<file path="src/rtl/pe_sequencer_pkg.sv">
// Shared encodings for the PE sequencer: FSM states, PE bound levels and PE result latency.
package pe_sequencer_pkg;

  localparam logic [1:0] ST_IDLE  = 2'd0;
  localparam logic [1:0] ST_RUN   = 2'd1;
  localparam logic [1:0] ST_DRAIN = 2'd2;

  // bound_level codes understood by the PE; the sequencer passes them through untouched.
  typedef enum logic [2:0] {
    BOUND_L0 = 3'd0,
    BOUND_L1 = 3'd1,
    BOUND_L2 = 3'd2,
    BOUND_L3 = 3'd3,
    BOUND_L4 = 3'd4,
    BOUND_L5 = 3'd5
  } bound_e;

  // Cycles from pe_en of a pixel's final beat to its pe_out_en strobe.
  localparam int PE_LAT = 2;

endpackage

</file>
<file path="src/rtl/pe_res_fifo.sv">
// Show-ahead synchronous FIFO holding PE results until the consumer accepts them.
module pe_res_fifo #(
  parameter int WIDTH = 9,
  parameter int DEPTH = 4
) (
  input  logic                     clk,
  input  logic                     reset,
  input  logic                     push,
  input  logic [WIDTH-1:0]         wr_data,
  input  logic                     pop,
  output logic [WIDTH-1:0]         rd_data,
  output logic [$clog2(DEPTH):0]   count
);

  localparam int AW = $clog2(DEPTH);
  localparam int CW = AW + 1;

  logic [WIDTH-1:0] mem [DEPTH];
  logic [AW-1:0]    wr_ptr;
  logic [AW-1:0]    rd_ptr;
  logic             do_push;
  logic             do_pop;

  assign do_pop  = pop && (count != '0);
  assign do_push = push && ((count != CW'(DEPTH)) || do_pop);
  assign rd_data = (count != '0) ? mem[rd_ptr] : '0;

  // NOTE: storage is deliberately not reset; count marks which words are valid and
  // rd_data is forced to zero while empty, so stale contents are never observed.
  always_ff @(posedge clk) begin
    if (do_push) mem[wr_ptr] <= wr_data;
  end

  always_ff @(posedge clk or negedge reset) begin
    if (!reset) begin
      wr_ptr <= '0;
      rd_ptr <= '0;
      count  <= '0;
    end else begin
      if (do_push) wr_ptr <= wr_ptr + AW'(1);
      if (do_pop)  rd_ptr <= rd_ptr + AW'(1);
      case ({do_push, do_pop})
        2'b10:   count <= count + CW'(1);
        2'b01:   count <= count - CW'(1);
        default: ;
      endcase
    end
  end

endmodule

</file>
<file path="src/rtl/pe_sequencer.sv">
// Feeds one 9-tap MAC processing element from a beat stream and buffers its results
// behind a credit-controlled FIFO, since the PE pipeline cannot be stalled.
module pe_sequencer
  import pe_sequencer_pkg::*;
#(
  parameter int CELL_BIT   = 8,
  parameter int N_CELL     = 9,
  parameter int BIAS_W     = 16,
  parameter int OUT_W      = 8,
  parameter int PIX_W      = 16,
  parameter int FIFO_DEPTH = 4
) (
  input  logic                         clk,
  input  logic                         reset,
  input  logic                         cfg_valid,
  output logic                         cfg_ready,
  input  logic [2:0]                   cfg_step,
  input  logic [2:0]                   cfg_bound,
  input  logic [PIX_W-1:0]             cfg_npix,
  input  logic                         op_valid,
  output logic                         op_ready,
  input  logic [CELL_BIT*N_CELL-1:0]   op_in,
  input  logic [CELL_BIT*N_CELL-1:0]   op_weight,
  input  logic [BIAS_W-1:0]            op_bias,
  output logic [CELL_BIT*N_CELL-1:0]   pe_in,
  output logic [CELL_BIT*N_CELL-1:0]   pe_weight,
  output logic [BIAS_W-1:0]            pe_bias,
  output logic                         pe_en,
  output logic [2:0]                   pe_step,
  output logic [2:0]                   pe_bound,
  input  logic [OUT_W-1:0]             pe_out,
  input  logic                         pe_out_en,
  output logic                         res_valid,
  input  logic                         res_ready,
  output logic [OUT_W-1:0]             res_data,
  output logic                         res_last,
  output logic                         busy,
  output logic                         done,
  output logic                         err_gap,
  output logic                         err_ovf
);

  localparam int CNT_W = $clog2(FIFO_DEPTH) + 1;
  localparam int SUM_W = CNT_W + 1;

  logic [1:0]       state;
  logic [2:0]       beat;
  logic [PIX_W-1:0] npix_r;
  logic [PIX_W-1:0] pix;
  logic [PIX_W-1:0] res_cnt;
  logic [CNT_W-1:0] inflight;
  logic [CNT_W-1:0] fifo_count;
  logic [OUT_W:0]   fifo_rd;
  logic             cfg_fire;
  logic             op_fire;
  logic             beat_first;
  logic             beat_final;
  logic             pix_final;
  logic             credit_ok;
  logic             push;
  logic             ovf;
  logic             res_is_last;

  // Held low while reset is asserted so every output reads zero during reset.
  assign cfg_ready   = reset && (state == ST_IDLE);
  assign busy        = (state != ST_IDLE);
  assign beat_first  = (beat == 3'd0);
  assign beat_final  = (beat == pe_step);
  assign pix_final   = (pix == npix_r - PIX_W'(1));
  assign res_is_last = (res_cnt == npix_r - PIX_W'(1));

  // A new pixel may only start if its result is guaranteed a FIFO slot.
  assign credit_ok = ({1'b0, inflight} + {1'b0, fifo_count}) < SUM_W'(FIFO_DEPTH);
  assign op_ready  = (state == ST_RUN) && (!beat_first || credit_ok);
  assign cfg_fire  = cfg_valid && cfg_ready;
  assign op_fire   = op_valid && op_ready;
  assign push      = pe_out_en && (inflight != '0);
  assign ovf       = pe_out_en && (inflight == '0);

  // NOTE: all state uses non-blocking assignments so every register samples
  // pre-edge values, independent of the order of statements in the block.
  always_ff @(posedge clk or negedge reset) begin
    if (!reset) begin
      state    <= ST_IDLE;
      beat     <= '0;
      pix      <= '0;
      npix_r   <= '0;
      res_cnt  <= '0;
      inflight <= '0;
      pe_step  <= '0;
      pe_bound <= '0;
      done     <= 1'b0;
      err_gap  <= 1'b0;
      err_ovf  <= 1'b0;
    end else begin
      done <= 1'b0;
      case (state)
        ST_IDLE: begin
          if (cfg_fire) begin
            pe_step  <= cfg_step;
            pe_bound <= cfg_bound;
            npix_r   <= cfg_npix;
            beat     <= '0;
            pix      <= '0;
            res_cnt  <= '0;
            err_gap  <= 1'b0;
            err_ovf  <= 1'b0;
            if (cfg_npix == '0) done  <= 1'b1;
            else                state <= ST_RUN;
          end
        end
        ST_RUN: begin
          if (!beat_first && !op_valid) err_gap <= 1'b1;
          if (op_fire) begin
            if (beat_final) begin
              beat <= '0;
              if (pix_final) begin
                pix   <= '0;
                state <= ST_DRAIN;
              end else begin
                pix <= pix + PIX_W'(1);
              end
            end else begin
              beat <= beat + 3'd1;
            end
          end
        end
        ST_DRAIN: begin
          if ((inflight == '0) && (fifo_count == '0)) begin
            done  <= 1'b1;
            state <= ST_IDLE;
          end
        end
        default: state <= ST_IDLE;
      endcase

      // Placed after the FSM so a same-cycle overflow wins over the clear at cfg accept.
      if (ovf)  err_ovf <= 1'b1;
      if (push) res_cnt <= res_cnt + PIX_W'(1);

      case ({op_fire && beat_first, push})
        2'b10:   inflight <= inflight + CNT_W'(1);
        2'b01:   inflight <= inflight - CNT_W'(1);
        default: ;
      endcase
    end
  end

  // Operand registers hold their last beat when nothing is accepted.
  always_ff @(posedge clk or negedge reset) begin
    if (!reset) begin
      pe_en     <= 1'b0;
      pe_in     <= '0;
      pe_weight <= '0;
      pe_bias   <= '0;
    end else begin
      pe_en <= op_fire;
      if (op_fire) begin
        pe_in     <= op_in;
        pe_weight <= op_weight;
        pe_bias   <= beat_first ? op_bias : '0;
      end
    end
  end

  pe_res_fifo #(
    .WIDTH (OUT_W + 1),
    .DEPTH (FIFO_DEPTH)
  ) u_res_fifo (
    .clk     (clk),
    .reset   (reset),
    .push    (push),
    .wr_data ({pe_out, res_is_last}),
    .pop     (res_valid && res_ready),
    .rd_data (fifo_rd),
    .count   (fifo_count)
  );

  assign res_valid = (fifo_count != '0);
  assign res_data  = fifo_rd[OUT_W:1];
  assign res_last  = fifo_rd[0];

endmodule

</file>
<file path="config.mk">
export PLATFORM = sky130hd
export DESIGN_NAME = pe_sequencer
export DESIGN_NICKNAME = d
export VERILOG_FILES = /design/src/rtl/pe_sequencer_pkg.sv /design/src/rtl/pe_res_fifo.sv /design/src/rtl/pe_sequencer.sv
export SDC_FILE = /design/constraint.sdc
export NUM_CORES = 1
export LEC_CHECK = 0
export ABC_AREA = 0
export BUFFER_PORTS_ARGS = -buffer_cell sky130_fd_sc_hd__buf_2
export CORE_MARGIN = 2
export CORE_UTILIZATION = 51
export DETAILED_ROUTE_END_ITERATION = 8
export PLACE_DENSITY = 0.77
export SLEW_MARGIN = 10
export SYNTH_ARGS = -nofsm -noshare
export SYNTH_HDL_FRONTEND = slang
export SYNTH_HIERARCHICAL = 1
export SYNTH_SLANG_ARGS = --single-unit
export TNS_END_PERCENT = 5
</file>
<file path="constraint.sdc">
create_clock -name clk -period 3.9 [get_ports clk]
set_input_delay 0.78 -clock clk [delete_from_list [all_inputs] [get_ports clk]]
set_output_delay 0.78 -clock clk [all_outputs]
set_load 0.01 [all_outputs]
</file>
# Yosys cells after proc, flatten, opt, wreduce, memory -nomap -nowiden
# Memories as Yosys holds them, arrays and structs flattened.
# Cells that the tools add are included.
dict set report op_classes {
  reduce_logical 38
  eq_ne 17
  add_sub_neg 11
  magnitude_cmp 1
  mux 33
}
# operator count
set ops {}
lappend ops {{$mux W16} 7}
lappend ops {{$add A16 B1 Y16 const B} 2}
lappend ops {{$eq A16 B16 Y1} 2}
lappend ops {{$pmux W16 S2} 1}
lappend ops {{$pmux W3 S2} 3}
lappend ops {{$logic_not A16 Y1} 1}
lappend ops {{$reduce_bool A2 Y1} 8}
lappend ops {{$sub A16 B1 Y16 const B} 1}
lappend ops {{$logic_and A1 B1 Y1} 12}
lappend ops {{$mux W2} 6}
lappend ops {{$ne A2 B2 Y1 const B} 6}
lappend ops {{$add A3 B1 Y3 const B} 3}
lappend ops {{$logic_not A3 Y1} 3}
lappend ops {{$mux W1} 9}
lappend ops {{$mux W3} 3}
lappend ops {{$mux W9} 1}
lappend ops {{$eq A2 B1 Y1 const B} 3}
lappend ops {{$eq A2 B2 Y1 const B} 3}
lappend ops {{$pmux W2 S3} 1}
lappend ops {{$reduce_and A2 Y1} 3}
lappend ops {{$reduce_and A3 Y1} 2}
lappend ops {{$reduce_and A6 Y1} 1}
lappend ops {{$reduce_bool A3 Y1} 2}
lappend ops {{$sub A3 B1 Y3 const B} 2}
lappend ops {{other kinds (11)} 15}
dict set report totals {
  ram_bits 36
  regBits 233
  memories 1
}
# name depth word_bits rd rd_ports_with_merged_regs wr line
set memory_table {}
lappend memory_table {u_res_fifo.mem 4 9 1 0 1 pe_res_fifo.sv:18} ;# logic [WIDTH-1:0] mem [DEPTH];

# Longest topological paths before layout
dict set report depth {
  ltp_word 8
  mapped_depth 15
}

# By module
# Netlist, hierarchy kept.
# mod area_each_um2 n_inst cells_per_inst
set modules_own_cells {}
lappend modules_own_cells {pe_sequencer 10075.9 1 1149}
lappend modules_own_cells {pe_res_fifo 1853.0 1 107}

# Worst setup path after synthesis
# Ideal clock, no wire load.
dict set report synth_path {
  path_type {reg2reg}
  start {register npix_r[0]}
  end {register pix[4]}
  n_path_buf 2
  stages_incl_launch_ff 12
  path_slack_ps 930
  synth_period_minus_slack_ps 2970
  t_arrival_ps 2834
  cell_sequence {dfrtp_1 > inv_1 > ha_1 > buf_2 > or3b_1 > o31ai_1 > a21boi_0 > o2111ai_1 > or4_1 > nor3_4 > buf_6 > nor3_1}
}
dict set report synth_between {
  elab_chain_cells 6
}
# element line
set synth_lines {}
lappend synth_lines {{start, declared} pe_sequencer.sv:48} ;# logic [PIX_W-1:0] npix_r;
lappend synth_lines {{start signal, assigned} pe_sequencer.sv:102} ;# npix_r <= cfg_npix;
lappend synth_lines {{$sub A16 B1 Y16} pe_sequencer.sv:69} ;# assign pix_final = (pix == npix_r - PIX_W'(1));
lappend synth_lines {{$eq A16 B16 Y1} pe_sequencer.sv:69}
lappend synth_lines {{$mux W16} pe_sequencer.sv:117} ;# if (pix_final) begin
lappend synth_lines {{$mux W16} pe_sequencer.sv:115} ;# if (beat_final) begin
lappend synth_lines {{$mux W16} pe_sequencer.sv:114} ;# if (op_fire) begin
lappend synth_lines {{$pmux W16 S2} pe_sequencer.sv:97} ;# case (state)
lappend synth_lines {{end signal, assigned} pe_sequencer.sv:121} ;# pix <= pix + PIX_W'(1);
lappend synth_lines {{end, declared} pe_sequencer.sv:49} ;# logic [PIX_W-1:0] pix;
# Every way passes these cells. The select of a mux whose other input is x is not followed.
# A chain may end at the register's enable or synchronous reset.

# Worst setup path after layout
dict set report layout_path {
  start {register npix_r[0]}
  end {register pix[11]}
}
# The elaborated chain is that of the path after synthesis.

==> flow_summary.html <==
<table>
<tr><th>Metric</th><th>Value</th></tr>
<tr><th colspan="2">Clocking</th></tr>
<tr><td>Clock tree from TritonCTS</td><td>yes</td></tr>
<tr><td>CTS Buf Count</td><td>29</td></tr>
<tr><td>Clock-pin slew on the worst setup and hold paths</td><td>~0.060 ns</td></tr>
<tr><td>Maximum level of the CTS H-tree</td><td>1</td></tr>
<tr><td>Clock Tree Root</td><td>sky130_fd_sc_hd__clkbuf_16</td></tr>
<tr><td>Setup Fix Bufs, Post-CTS</td><td>0</td></tr>
<tr><td>Cts repair resizes</td><td>0</td></tr>
<tr><td>Clock latency of the later-clocked register in the worst-skew pair</td><td>0.55 ns</td></tr>
<tr><td>Largest buffer count on any clock path</td><td>3</td></tr>
<tr><td>Number of buffers added to fix hold violations after cts</td><td>0</td></tr>
<tr><td>Count of clock tree sinks</td><td>between 200 and 300</td></tr>
<tr><th colspan="2">STA</th></tr>
<tr><td>Final worst slack</td><td>about 0.44 ns</td></tr>
<tr><td>Worst clock skew</td><td>approximately 0.013 ns</td></tr>
<tr><td>Fin. Hold Viols</td><td>0</td></tr>
<tr><td>Hold Worst Slack</td><td>0.0741 ns</td></tr>
<tr><td>Final count of negative-setup-slack endpoints</td><td>0</td></tr>
<tr><td>Actual slew at the worst max-slew pin</td><td>about 1.0 ns</td></tr>
<tr><td>Time the final worst path needs with I/O delays and setup</td><td>roughly 3.5 ns</td></tr>
<tr><td>Share of the cycle needed by the critical path after routing</td><td>between 80% and 90%</td></tr>
<tr><td>Setup repair after global routing missed its margin</td><td>no</td></tr>
<tr><td>Maximum achievable frequency</td><td>between 0.2 and 0.3 GHz</td></tr>
<tr><td>Number of pins exceeding their max-slew limit in the final report</td><td>0</td></tr>
<tr><td>Worst slew margin</td><td>about 31%</td></tr>
<tr><td>Fin Setup TNS</td><td>0 ns</td></tr>
<tr><th colspan="2">Detailed routing</th></tr>
<tr><td>Drt via density</td><td>between 5 and 6</td></tr>
<tr><td>Via Count</td><td>10,100</td></tr>
<tr><td>1st-pass router iterations</td><td>5</td></tr>
<tr><td>Antenna-violating nets left</td><td>0</td></tr>
<tr><td>DRC viols</td><td>0</td></tr>
<tr><td>Routed len/inst</td><td>between 15 and 20 µm</td></tr>
<tr><td>Number of DRC markers in iteration 0</td><td>around 650</td></tr>
<tr><td>Total Wirelength</td><td>between 30 and 40 mm</td></tr>
<tr><th colspan="2">Run</th></tr>
<tr><td>Count of maximum capacitance violations</td><td>0</td></tr>
<tr><th colspan="2">Die</th></tr>
<tr><td>Io pins</td><td>roughly 380</td></tr>
<tr><td>Die Span Y</td><td>about 160 µm</td></tr>
<tr><td>Die footprint</td><td>roughly 25,000 µm²</td></tr>
<tr><td>Row count</td><td>between 50 and 60</td></tr>
<tr><td>Width of the die</td><td>157 µm</td></tr>
<tr><td>Starting density of the core</td><td>52.4%</td></tr>
<tr><td>Std-Cell Core Area</td><td>roughly 23,000 µm²</td></tr>
<tr><th colspan="2">Cells and area</th></tr>
<tr><td>Fraction of final layout cells sized beyond drive strength 1</td><td>about 28%</td></tr>
<tr><td>Core Util, Final</td><td>about 66%</td></tr>
<tr><td>Final Cell Area</td><td>15,100 µm²</td></tr>
<tr><td>Cell Count, Final, Fillers Out</td><td>~2,000</td></tr>
<tr><td>Reg area</td><td>slightly below 7000 µm²</td></tr>
<tr><td>Number of fillers in the final layout</td><td>1,824</td></tr>
<tr><td>Most used cells in the layout excluding fill and tap cells</td><td>sky130_fd_sc_hd__nand2_1, sky130_fd_sc_hd__buf_2, sky130_fd_sc_hd__dfrtp_1</td></tr>
<tr><td>NumNets Final</td><td>approximately 1,800</td></tr>
<tr><td>Signed area change from the synthesized netlist to the final layout</td><td>26.5%</td></tr>
<tr><td>Commonest non-fill, non-tap cell in the layout</td><td>sky130_fd_sc_hd__nand2_1</td></tr>
<tr><td>Area used by multi-input combinational logic</td><td>~4700 µm²</td></tr>
<tr><th colspan="2">Outcome</th></tr>
<tr><td>Status</td><td>completed</td></tr>
<tr><th colspan="2">Power</th></tr>
<tr><td>Sequential group share of total power</td><td>between 30% and 40%</td></tr>
<tr><td>Clk pwr share</td><td>between 20 and 25%</td></tr>
<tr><td>Pwr per Cell Area</td><td>slightly below 900 nW/µm²</td></tr>
<tr><td>Worst IR Drop VDD</td><td>627 µV</td></tr>
<tr><td>Overall Power</td><td>13.0 mW</td></tr>
<tr><td>Cell Int Power</td><td>approximately 7.8 mW</td></tr>
<tr><td>Static Leakage</td><td>between 7 and 8 nW</td></tr>
<tr><td>Switching power share of the total</td><td>40.3%</td></tr>
<tr><td>Net switching power</td><td>between 5 and 6 mW</td></tr>
<tr><td>Combinational power share</td><td>about 41%</td></tr>
<tr><th colspan="2">Critical path</th></tr>
<tr><td>Setup Crit Path Kind</td><td>register to register</td></tr>
<tr><td>Maximum net fanout on the critical path</td><td>14</td></tr>
<tr><td>Endpoint type of the worst setup path</td><td>register</td></tr>
<tr><td>Path depth of the worst reg2reg path</td><td>9</td></tr>
<tr><td>Critical Path Start Type</td><td>register</td></tr>
<tr><td>Required time of the worst setup path</td><td>between 4 and 5 ns</td></tr>
<tr><td>Arr. time, crit path</td><td>a little under 4 ns</td></tr>
<tr><th colspan="2">Synthesis</th></tr>
<tr><td>Most instantiated flip-flop cell in the synthesis netlist</td><td>sky130_fd_sc_hd__dfrtp_1</td></tr>
<tr><td>Flip-flop and latch count after synthesis</td><td>between 200 and 300</td></tr>
<tr><td>Seq/Total Area, Yosys</td><td>just under 60%</td></tr>
<tr><td>Number of warnings printed during yosys synthesis</td><td>6</td></tr>
<tr><td>Top area cells in the synthesized netlist</td><td>sky130_fd_sc_hd__dfrtp_1, sky130_fd_sc_hd__nand2_1, sky130_fd_sc_hd__edfxtp_1</td></tr>
<tr><td>Cell type with the largest total area after synthesis</td><td>sky130_fd_sc_hd__dfrtp_1</td></tr>
<tr><td>EDFF count, synth</td><td>36</td></tr>
<tr><td>Average instance area after synthesis</td><td>about 9.5 µm²</td></tr>
<tr><td>Count of unique library cells instantiated by Yosys</td><td>64</td></tr>
<tr><td>Number of cells produced by synthesis</td><td>~1,300</td></tr>
<tr><td>Post-synth net total</td><td>approximately 1,500</td></tr>
<tr><td>Post-Synthesis Cell Area</td><td>11,900 µm²</td></tr>
<tr><td>Portion of synthesized cell area occupied by the leading cell type</td><td>just under 50%</td></tr>
<tr><td>Share of flip-flops with an asynchronous set or reset after synthesis</td><td>86.6%</td></tr>
<tr><th colspan="2">Placement</th></tr>
<tr><td>Post-DP HPWL</td><td>around 24 mm</td></tr>
<tr><td>Placed Area</td><td>14,100 µm²</td></tr>
<tr><td>Input/output buffers</td><td>between 300 and 400</td></tr>
<tr><td>Post-Place Cells</td><td>1,894</td></tr>
<tr><td>Pre-CTS worst setup slack</td><td>between 0.4 and 0.5 ns</td></tr>
<tr><td>Final GP Congestion</td><td>just under 0.9</td></tr>
<tr><th colspan="2">GRT</th></tr>
<tr><td>Pin count of the biggest net entering global routing</td><td>between 100 and 150</td></tr>
<tr><td>GRT Resource Usage Total</td><td>a little over a quarter</td></tr>
<tr><td>Antenna violations before repair</td><td>2</td></tr>
<tr><td>Wire length of the first global-routing pass</td><td>roughly 52 mm</td></tr>
<tr><td>Vias in the first global route</td><td>roughly 9,800</td></tr>
<tr><td>Grt total ovfl</td><td>0</td></tr>
<tr><th colspan="2">Worst hold path</th></tr>
<tr><td>Class of the tightest hold or removal check</td><td>input port to asynchronous set/reset pin</td></tr>
</table>
[critical path, cell delays in order, from the launching register on]
cell	delay, ns
sky130_fd_sc_hd__dfrtp_1	0.47
sky130_fd_sc_hd__inv_1	0.11
sky130_fd_sc_hd__ha_1	0.29
sky130_fd_sc_hd__or3b_1	0.44
sky130_fd_sc_hd__o31ai_1	0.27
sky130_fd_sc_hd__a21boi_0	0.34
sky130_fd_sc_hd__o2111ai_1	0.18
sky130_fd_sc_hd__or4_1	0.57
sky130_fd_sc_hd__nor3_4	0.52
sky130_fd_sc_hd__nor3_1	0.12
[cell type report]
cell class              count  area share [%]
clock inverters            17            1.48
clock buffers              36            5.25
flip-flops and latches    269            45.8
well taps                 313            2.60
multi-input cells         902            31.0
inverters                  19           0.489
diodes                      1          0.0166
repair buffers            391            13.3
[cell usage after synthesis, drive strengths merged (6+ instances only)]
master,instances
buf,7
edfxtp,36
dfrtp,233
or4,6
nand3,32
nor4,13
nor3,29
a21oi,6
nand2,563
xor2,22
xnor2,43
nand4,13
clkbuf,59
ha,12
o21ai,26
nor2,26
and2,14
mux4,9
and3,11
inv,19
[routing by layer]
| layer | share of wire [%] | global-route usage [%] | vias up | routed length (µm) |
|---|---|---|---|---|
| met5 | 0.048 | 0 | - | 16 |
| met1 | 39 | 34.5 | 4827 | 13200 |
| met4 | 4.4 | 11.0 | 2 | 1470 |
| met2 | 50 | 44.7 | 350 | 16600 |
| li1 | - | - | 4807 | - |
| met3 | 6.7 | 6.22 | 87 | 2250 |
[worst paths after layout]
check	slack (ns)	end	startpoint
hold / removal	0.07	pe_in[49]	reset
max in group asynchronous	1.93	pe_weight[40]	reset
min in group clk	0.41	pe_weight[32]	op_weight[32]
hold reg to reg	0.47	pe_in[51]	pe_in[51]
setup reg to reg	0.44	pix[11]	npix_r[0]
setup / recovery	0.44	pix[11]	npix_r[0]
[power by group through the flow]
| stage | logic, mW | clock network (mW) | registers [mW] |
|---|---|---|---|
| 2_1_floorplan | 3.08 | 0 | 4.98 |
| 3_3_place_gp | 5.17 | 0 | 4.78 |
| 3_5_place_dp | 5.34 | 0 | 4.81 |
| 4_1_cts | 5.35 | 2.96 | 4.81 |
| 5_1_grt | 5.91 | 3.07 | 4.96 |
| 6_report | 5.32 | 2.91 | 4.81 |
[logic make-up (layout without fill, tap and decap cells)]
family,Yosys count,in the layout,synth area share (%)
AO/OA/AOI/OAI,65,65,3.62
XOR/XNOR,67,67,5.16
adder cells (fa/ha/maj),14,14,1.59
buffers and inverters,85,463,2.84
flip-flops,269,269,57.9
multiplexers,16,16,2.34
other,0,1,0
AND/OR/NAND/NOR,740,740,26.5
[registers in the layout, indices dropped and copies added (netlist names), 16 cells and up]
register and cells:
pe_weight 72, pe_in 72, u_res_fifo/mem 36, npix_r 16
pe_bias 16, pix 16, res_cnt 16
(Power assumes the default switching activity.)
